### src/rtl/fb_pkg.sv
// Shared types and defaults for the frame-buffer access scheduler: pixel codes,
// FSM state encoding and the default geometry of the map RAM and display line.
package fb_pkg;

  localparam int DEF_ADDR_W     = 16;
  localparam int DEF_DATA_W     = 16;
  localparam int DEF_LINE_WORDS = 106;
  localparam int DEF_FIFO_DEPTH = 4;

  // Widths fixed by the display geometry (up to 128 words per line, up to 512 rows).
  localparam int IDX_W = 7;
  localparam int ROW_W = 9;

  typedef enum logic [1:0] {
    PIX_BLACK = 2'd0,
    PIX_RED   = 2'd1,
    PIX_GREEN = 2'd2,
    PIX_BLUE  = 2'd3
  } pixel_e;

  typedef enum logic [1:0] {
    IDLE  = 2'd0,
    FETCH = 2'd1,
    DRAIN = 2'd2
  } fsm_state_e;

endpackage

### src/rtl/fb_write_fifo.sv
// Small synchronous FIFO buffering map-cell writes until the RAM has an idle gap.
// Full/empty come from a registered occupancy count; pointers wrap modulo DEPTH.
module fb_write_fifo
  import fb_pkg::*;
#(
  parameter int WIDTH = DEF_ADDR_W + DEF_DATA_W,
  parameter int DEPTH = DEF_FIFO_DEPTH
) (
  input  logic                     i_clk,
  input  logic                     i_rst_n,
  input  logic                     i_push,
  input  logic [WIDTH-1:0]         i_din,
  input  logic                     i_pop,
  output logic [WIDTH-1:0]         o_dout,
  output logic                     o_full,
  output logic                     o_empty,
  output logic [$clog2(DEPTH):0]   o_count
);

  localparam int PTR_W = $clog2(DEPTH);
  localparam int CNT_W = PTR_W + 1;

  logic [WIDTH-1:0] r_mem [DEPTH];
  logic [PTR_W-1:0] r_wr_ptr;
  logic [PTR_W-1:0] r_rd_ptr;
  logic [CNT_W-1:0] r_count;
  logic             w_push;
  logic             w_pop;

  assign o_full  = (r_count == CNT_W'(DEPTH));
  assign o_empty = (r_count == '0);
  assign o_count = r_count;
  assign o_dout  = r_mem[r_rd_ptr];

  // A full FIFO refuses the push even if the same cycle pops.
  assign w_push = i_push & ~o_full;
  assign w_pop  = i_pop & ~o_empty;

  // NOTE: sequential state uses non-blocking assignments so every flop samples
  // pre-edge values, independent of statement order or process scheduling.
  always_ff @(posedge i_clk) begin
    if (!i_rst_n) begin
      r_wr_ptr <= '0;
      r_rd_ptr <= '0;
      r_count  <= '0;
    end else begin
      if (w_push) r_wr_ptr <= r_wr_ptr + PTR_W'(1);
      if (w_pop)  r_rd_ptr <= r_rd_ptr + PTR_W'(1);
      r_count <= r_count + CNT_W'(w_push) - CNT_W'(w_pop);
    end
  end

  // NOTE: the storage array is deliberately not reset; validity is tracked by
  // r_count alone, which keeps the array mappable onto plain RAM/register files.
  always_ff @(posedge i_clk) begin
    if (w_push) r_mem[r_wr_ptr] <= i_din;
  end

endmodule

### src/rtl/fb_access_scheduler.sv
// Arbitrates the single-port map RAM between the deadline-critical VGA line fetch
// (always wins) and buffered serial cell writes drained in idle gaps.
module fb_access_scheduler
  import fb_pkg::*;
#(
  parameter int ADDR_W     = DEF_ADDR_W,
  parameter int DATA_W     = DEF_DATA_W,
  parameter int LINE_WORDS = DEF_LINE_WORDS,
  parameter int FIFO_DEPTH = DEF_FIFO_DEPTH
) (
  input  logic              logicCLK,
  input  logic              RST_N,
  input  logic              line_req,
  input  logic [ROW_W-1:0]  line_row,
  output logic              line_word_valid,
  output logic [IDX_W-1:0]  line_word_idx,
  output logic [DATA_W-1:0] line_word,
  output logic              line_done,
  output logic              line_overrun,
  input  logic              wr_valid,
  output logic              wr_ready,
  input  logic [ADDR_W-1:0] wr_addr,
  input  logic [DATA_W-1:0] wr_data,
  output logic              mem_en,
  output logic              mem_we,
  output logic [ADDR_W-1:0] mem_addr,
  output logic [DATA_W-1:0] mem_wdata,
  input  logic [DATA_W-1:0] mem_rdata
);

  localparam int             CNT_W    = $clog2(FIFO_DEPTH) + 1;
  localparam int             FIFO_W   = ADDR_W + DATA_W;
  localparam logic [IDX_W-1:0] LAST_IDX = IDX_W'(LINE_WORDS - 1);

  fsm_state_e        r_state;
  fsm_state_e        w_state_nxt;
  logic [IDX_W-1:0]  r_idx;
  logic [ADDR_W-1:0] r_base;
  logic              r_rd_valid;
  logic [IDX_W-1:0]  r_rd_idx;
  logic              r_overrun;

  logic [FIFO_W-1:0] w_fifo_dout;
  logic              w_fifo_full;
  logic              w_fifo_empty;
  logic [CNT_W-1:0]  w_fifo_count;
  logic              w_push;
  logic              w_pop;
  logic              w_fetch_start;
  logic              w_fetch_rd;

  // Row base address; wraps silently in ADDR_W bits.
  function automatic logic [ADDR_W-1:0] f_line_base(input logic [ROW_W-1:0] row);
    return ADDR_W'(row) * ADDR_W'(LINE_WORDS);
  endfunction

  assign w_push   = wr_valid & ~w_fifo_full;
  assign wr_ready = (w_fifo_count != CNT_W'(FIFO_DEPTH));

  fb_write_fifo #(
    .WIDTH (FIFO_W),
    .DEPTH (FIFO_DEPTH)
  ) u_write_fifo (
    .i_clk   (logicCLK),
    .i_rst_n (RST_N),
    .i_push  (w_push),
    .i_din   ({wr_addr, wr_data}),
    .i_pop   (w_pop),
    .o_dout  (w_fifo_dout),
    .o_full  (w_fifo_full),
    .o_empty (w_fifo_empty),
    .o_count (w_fifo_count)
  );

  // NOTE: every signal driven here gets a default first, so no path through the
  // case statement can leave one unassigned and infer a latch.
  always_comb begin
    w_state_nxt   = r_state;
    w_pop         = 1'b0;
    w_fetch_start = 1'b0;
    w_fetch_rd    = 1'b0;
    mem_en        = 1'b0;
    mem_we        = 1'b0;
    mem_addr      = '0;
    mem_wdata     = '0;
    unique case (r_state)
      IDLE: begin
        if (line_req) begin
          // The fetch claims the RAM from the next cycle; any queued write waits.
          w_fetch_start = 1'b1;
          w_state_nxt   = FETCH;
        end else if (!w_fifo_empty) begin
          w_pop     = 1'b1;
          mem_en    = 1'b1;
          mem_we    = 1'b1;
          mem_addr  = w_fifo_dout[FIFO_W-1 -: ADDR_W];
          mem_wdata = w_fifo_dout[DATA_W-1:0];
        end
      end
      FETCH: begin
        w_fetch_rd = 1'b1;
        mem_en     = 1'b1;
        mem_addr   = r_base + ADDR_W'(r_idx);
        if (r_idx == LAST_IDX) w_state_nxt = DRAIN;
      end
      DRAIN: w_state_nxt = IDLE;
      default: w_state_nxt = IDLE;
    endcase
  end

  always_ff @(posedge logicCLK) begin
    if (!RST_N) begin
      r_state    <= IDLE;
      r_idx      <= '0;
      r_base     <= '0;
      r_rd_valid <= 1'b0;
      r_rd_idx   <= '0;
      r_overrun  <= 1'b0;
    end else begin
      r_state <= w_state_nxt;
      if (w_fetch_start) begin
        r_base <= f_line_base(line_row);
        r_idx  <= '0;
      end else if (w_fetch_rd) begin
        r_idx <= r_idx + IDX_W'(1);
      end
      // Read-return pipe: tags the word arriving next cycle with its index.
      r_rd_valid <= w_fetch_rd;
      if (w_fetch_rd) r_rd_idx <= r_idx;
      if (line_req && (r_state != IDLE)) r_overrun <= 1'b1;
    end
  end

  assign line_word_valid = r_rd_valid;
  assign line_word_idx   = r_rd_idx;
  assign line_word       = r_rd_valid ? mem_rdata : '0;
  assign line_done       = r_rd_valid && (r_rd_idx == LAST_IDX);
  assign line_overrun    = r_overrun;

endmodule
### config.mk
export PLATFORM = sky130hd
export DESIGN_NAME = fb_access_scheduler
export DESIGN_NICKNAME = d
export VERILOG_FILES = /design/src/rtl/fb_pkg.sv /design/src/rtl/fb_write_fifo.sv /design/src/rtl/fb_access_scheduler.sv
export SDC_FILE = /design/constraint.sdc
export NUM_CORES = 1
export LEC_CHECK = 0
export ABC_AREA = 1
export BUFFER_PORTS_ARGS = -buffer_cell sky130_fd_sc_hd__buf_2
export CAP_MARGIN = 20
export CORE_MARGIN = 8
export CORE_UTILIZATION = 50
export CTS_CLUSTER_SIZE = 30
export DETAILED_ROUTE_END_ITERATION = 7
export GPL_TIMING_DRIVEN = 0
export MAX_ROUTING_LAYER = met4
export PLACE_DENSITY = 0.71
export SYNTH_ARGS = -nofsm -noshare
export SYNTH_HDL_FRONTEND = slang
export SYNTH_SLANG_ARGS = --single-unit
export TNS_END_PERCENT = 30
### constraint.sdc
create_clock -name logicCLK -period 7.72 [get_ports logicCLK]
set_clock_uncertainty 0.15 [all_clocks]
set_input_delay 2.316 -clock logicCLK [delete_from_list [all_inputs] [get_ports logicCLK]]
set_output_delay 2.316 -clock logicCLK [all_outputs]
set_load 0.02 [all_outputs]
Word-level counts from Yosys, hierarchy flattened

Memory sizes are Yosys's and may differ from the RTL's. A register that Yosys moved wholly into a read port is not among the register bits.
Index checks and enable logic that the tools add are counted.

Add/subtract/negate cells: 6
Multipliers: 1
Equal/unequal tests: 7
Mux-type cells: 21
Bitwise operators: 6
Reduce and logical (&&, ||, !) cells: 7

Operator list:

| operator                                            | number |
|---|---|
| two-way mux 16 bit                                  | 6 |
| one-hot mux 16 bit (2 select lines)                 | 1 |
| adder 16 x 7 -> 16 bit                              | 1 |
| multiplier 9 x 6 -> 15 bit, second input constant   | 1 |
| equality test 7 bit, second input constant          | 2 |
| two-way mux 1 bit                                   | 8 |
| two-way mux 2 bit                                   | 4 |
| adder 7 x 1 -> 7 bit, second input constant         | 1 |
| adder 2 x 1 -> 2 bit, second input constant         | 2 |
| inequality test 2 bit, second input constant        | 2 |
| one-hot mux 2 bit (2 select lines)                  | 1 |
| adder 3 x 1 -> 3 bit                                | 1 |
| AND 1 bit                                           | 3 |
| equality test 3 bit, second input constant          | 1 |
| zero test 3 bit                                     | 1 |
| inequality test 3 bit, second input constant        | 1 |
| NOT 1 bit                                           | 3 |
| subtractor 3 x 1 -> 3 bit                           | 1 |
| equality test 2 x 1 -> 1 bit, second input constant | 1 |
| logical AND 1 bit                                   | 2 |
| zero test 2 bit                                     | 1 |
| one-hot mux 1 bit (2 select lines)                  | 1 |
| AND reduction 2 bit                                 | 1 |
| nonzero test 2 bit                                  | 1 |
| OR reduction 2 bit                                  | 1 |

Register bits: 40
RAM bits: 128
Bits of input ports: 61
Output and inout bits: 61
Word-level logic and storage cells: 58
Memories: 1

Memory list:

| name               | words | bits a word | rd ports | clocked after Yosys merged registers in | write ports | line                | source |
|---|---|---|---|---|---|---|---|
| u_write_fifo.r_mem | 4     | 32          | 1        | 1                                       | 1           | fb_write_fifo.sv:23 | `logic [WIDTH-1:0] r_mem [DEPTH];` |

Depth between registers and ports, before layout

Word-level depth: 7
Depth in mapped cells: 15

Hierarchy

From an unflattened synthesis, not the netlist that was laid out.

Cells, all modules: 893
Area, all modules: 8578.2 um^2

Modules (own cells, without submodules):

| module              | times used | cells an instance | area an instance (um^2) |
|---|---|---|---|
| fb_write_fifo       | 1          | 379               | 5266.3 |
| fb_access_scheduler | 1          | 514               | 3311.9 |

Least setup slack after synthesis

No wires, ideal clock.

Kind: input -> output
Start: input port line_req
End: output port mem_wdata[10]
Arrival: 2.996 ns
Setup slack: 2.258 ns
Cell stages on the path: 4
Path buffers: 1
Cell sequence: nor3_4 -> inv_2 -> buf_6 -> a21oi_2

Cells in the longest elaborated chain, start to end: 2

Ends and longest elaborated chain:

| element            | line                      | source |
|---|---|---|
| start, declared    | fb_access_scheduler.sv:13 | `input logic line_req,` |
| two-way mux 16 bit | fb_access_scheduler.sv:88 | `if (line_req) begin` |
| two-way mux 16 bit | fb_access_scheduler.sv:86 | `unique case (r_state)` |
| end, declared      | fb_access_scheduler.sv:27 | `output logic [DATA_W-1:0] mem_wdata,` |

Every way passes these cells.

Worst setup path in the final report

Start: input port line_req
End: output port mem_wdata[9]

The elaborated chain is that of the path after synthesis.

==> PnR_summary.wiki <==
{| class="wikitable"
! Metric !! Value
|-
| Slowest stage cell, crit path || sky130_fd_sc_hd__nor3_4
|-
| Via count of the first global-routing pass || roughly 6,200
|-
| Post-synth EDFFs || roughly 130
|-
| TritonCTS clock tree || done
|-
| Async set or reset register ratio after synthesis || 0%
|-
| Part of the power in registers || 41.3%
|-
| Total die area || roughly 21,000 µm²
|-
| I/O pin total || roughly 120
|-
| Crit-path cells || buf_2 -> nor3_4 -> inv_2 -> buf_6 -> a21oi_2 -> buf_2
|-
| Post-CTS setup-driven buffer insertion count || 0
|-
| Final RePlAce weighted congestion || 0.896
|-
| Logic pwr share || between 20 and 30%
|-
| Total Routing Usage GR || 18.9%
|-
| Resized cells post-CTS || 0
|-
| Max stage delay on crit path || between 0.2 and 0.3 ns
|-
| Overall overflow remaining after global route || 0
|-
| Post-route clock period utilization || 76.0%
|-
| Growth of design area from synthesis to finish || 18.8%
|-
| Number of different library cells in the post-synthesis netlist || 34
|-
| Arrival time of data at the critical path endpoint || 3.40 ns
|-
| Most used routing layer in global routing || met2
|-
| Clock transition at the register clock pins on the worst setup and hold paths after CTS || approximately 0.07 ns
|-
| Share of post-route cells with drive strength above 1 || about 20%
|-
| Vias per std cell || slightly above 5
|-
| Crit path time final || a little under 6 ns
|-
| Most common cell after layout, fill and taps aside || sky130_fd_sc_hd__nand2_1
|-
| Row count || 47
|-
| Number of endpoints failing setup at the final stage || 0
|-
| Critical path buffers and inverters || 4
|-
| Internal power || between 1.5 and 2 mW
|-
| Most frequent cells in the layout || sky130_fd_sc_hd__nand2_1 (146), sky130_fd_sc_hd__nor2_1 (144), sky130_fd_sc_hd__buf_2 (130)
|-
| Maximum clock insertion buffer count || 2
|-
| Vertical die dimension || 146 µm
|-
| Endpoint kind of the worst setup timing path || output port
|-
| Post-synthesis net count || 990
|-
| Worst Setup Start Kind || input port
|-
| P_sw || roughly 1 mW
|-
| Proportion of power drawn by the clock network || between 20% and 30%
|-
| Final standard cell count with taps included and fillers excluded || 1,248
|-
| First-pass iteration count of the detailed router || 5
|-
| Post-Syn Area || around 8400 µm²
|-
| Setup repair after global routing missed its margin || no
|-
| Placed instance count || between 1,000 and 1,500
|-
| Post-detailed-routing wire length || 19,500 µm
|-
| Met2 capacity usage during global routing || between 30% and 40%
|-
| Drt initial violations || roughly 480
|-
| Cell count after synthesis || slightly below 900
|-
| Number of buffers inserted during clock tree synthesis || 17
|-
| Hold_buf cts || 0
|-
| Number of failing hold endpoints at the final stage || 0
|-
| Synthesis-stage register bit count || between 150 and 200
|-
| Required arrival time at the worst endpoint || between 5 and 6 ns
|-
| Mean instance size in the synthesized netlist || roughly 9.7 µm²
|-
| Insertion delay of the later-clocked pin in the worst-skew pair || approximately 0.42 ns
|-
| Residual DRC || 0
|-
| GRT met1 Usage || 22.4%
|-
| Static leakage || ~4.4 nW
|-
| # port buffers || about 120
|-
| Max Freq || 0.170 GHz
|-
| Critical Setup Path Class || input port to output port
|-
| Total number of yosys warnings || 0
|-
| Core ar. || between 15,000 and 20,000 µm²
|-
| Initial antenna violation count || 4
|-
| Via count || ~6,400
|-
| Chip width || between 100 and 150 µm
|-
| Initial standard-cell utilization of the core || about half
|-
| Cell family contributing the most delay on the critical path || buffers and inverters
|-
| Cell type with the highest occurrence count on the critical path || sky130_fd_sc_hd__buf_2
|-
| Net Sw Frac || 35.2%
|-
| Power per Cell Area || approximately 280 nW/µm²
|-
| Dominant register cell in the synthesized netlist || sky130_fd_sc_hd__edfxtp_1
|-
| R2R Setup Slk || 5.35 ns
|-
| Worst slew margin || just under 60%
|-
| Number of H-tree levels || 4
|-
| Maxcap violations || 0
|-
| Run status || complete, no violations
|-
| Wire length of the first global-routing pass || approximately 31,000 µm
|-
| Portion of the post-synthesis area used by sequential elements || about 56%
|-
| Placed wire-length estimate || roughly 14,000 µm
|-
| Root Buffer Master || sky130_fd_sc_hd__clkbuf_16
|-
| Mean routed wirelength per cell || around 16 µm
|-
| Worst supply voltage drop on vdd || between 200 and 300 µV
|-
| Pin count of the biggest net entering global routing || 26
|-
| Type of the most critical hold path || flip-flop to flip-flop
|-
| Number of slew-limit violations in the final report || 0
|-
| Met3 global-route usage || about 6%
|-
| Setup total negative slack || 0 ns
|-
| TritonCTS Sinks || 170
|-
| Tightest Pin Transition || between 0.6 and 0.7 ns
|-
| Fill cells || 1,392
|-
| Antenna Violating Nets Remaining || 0
|-
| Maximum fanout along the worst path || 10
|-
| Post-layout net count || about 1,100
|}
[layout make-up]
type | count | area [µm²] | share of cell area (%)
diodes | 4 | 10.0 | 0.0999
clock inverters | 14 | 134 | 1.34
repair buffers | 125 | 708 | 7.07
well taps | 220 | 275 | 2.75
flip-flops and latches | 170 | 4680 | 46.7
plain buffers | 30 | 151 | 1.51
inverters | 90 | 338 | 3.37
clock buffers | 18 | 429 | 4.28
multi-input cells | 577 | 3290 | 32.9
[path summary, 6_finish.rpt]
kind	startpoint	endpoint	depth (start not counted)
setup / recovery	line_req	mem_wdata[9]	6
setup reg to reg	u_write_fifo.o_count[1]	u_write_fifo.o_count[2]	11
hold reg to reg	line_word_idx[1]	line_word_idx[1]	2
hold / removal	line_word_idx[1]	line_word_idx[1]	2
[worst min-delay path, delay by kind of cell (launching register included)]
kind	cells	cell delay, ns
buffers and inverters	1	0.06
DFF	1	0.31
AOI/OAI and AO/OA	1	0.05
[cell families after synthesis]
family	share of synthesized area [%]
AOI/OAI and AO/OA	10.2
xor gates and xnor gates	0.623
adders and majority gates	10.4
buffers and inverters	5.80
DFF	55.5
and+or+nand+nor	17.5
[synth_stat cells (all sizes together) (2+ instances only)]
master	number	area share [%]
a21oi	38	2.7
a22o	8	0.83
a31oi	2	0.15
buf	15	1.1
clkbuf	15	0.68
dfxtp	42	10
edfxtp	128	46
fa	13	3.1
ha	49	7.3
inv	90	4.0
nand2	150	6.8
nand3	34	2.0
nand3b	5	0.44
nand4	5	0.37
nor2	151	6.9
nor3	10	0.98
o21ai	87	5.2
o22ai	17	1.3
xnor2	3	0.31
xor2	3	0.31
[sequential cells by signal, summed over array words and instances (netlist names), named ones only]
signal                 cells
r_state                    2
u_write_fifo.o_count       3
r_idx                      7
line_word_idx              7
u_write_fifo.r_mem       128
line_word_valid            1
r_base                    15
u_write_fifo.r_rd_ptr      2
u_write_fifo.r_wr_ptr      2
line_overrun               1
[metrics by stage]
stage | power [mW] | area [µm²] | util (%) | hold WS (ns) | setup slack (ns)
floorplan | 1.70 | 8440 | - | 0.293 | 2.26
finish | 2.77 | 10000 | 60.7 | 0.320 | 1.85
global placement | 1.95 | 9320 | 56.4 | 0.299 | 1.84
detailed placement | 1.99 | 9450 | 57.2 | 0.316 | 1.84
global route | 2.92 | 10000 | 60.7 | 0.354 | 1.77
CTS | 2.79 | 10000 | 60.6 | 0.326 | 1.83
[routing by layer]
| layer | part of all wire (%) | up-vias |
|---|---|---|
| met5 | 0 | - |
| met4 | 1.0 | 0 |
| met1 | 44 | 2961 |
| li1 | - | 3221 |
| met2 | 47 | 237 |
| met3 | 8.4 | 19 |
[power by group through the flow]
stage          clock [mW]  sequential [mW]  combinational [mW]
6_report            0.801             1.14               0.825
5_1_grt             0.846             1.15               0.924
4_1_cts             0.809             1.14               0.834
3_5_place_dp            0             1.16               0.828
3_3_place_gp            0             1.17               0.785
2_1_floorplan           0             1.16               0.543
(Power assumes the default switching activity.)
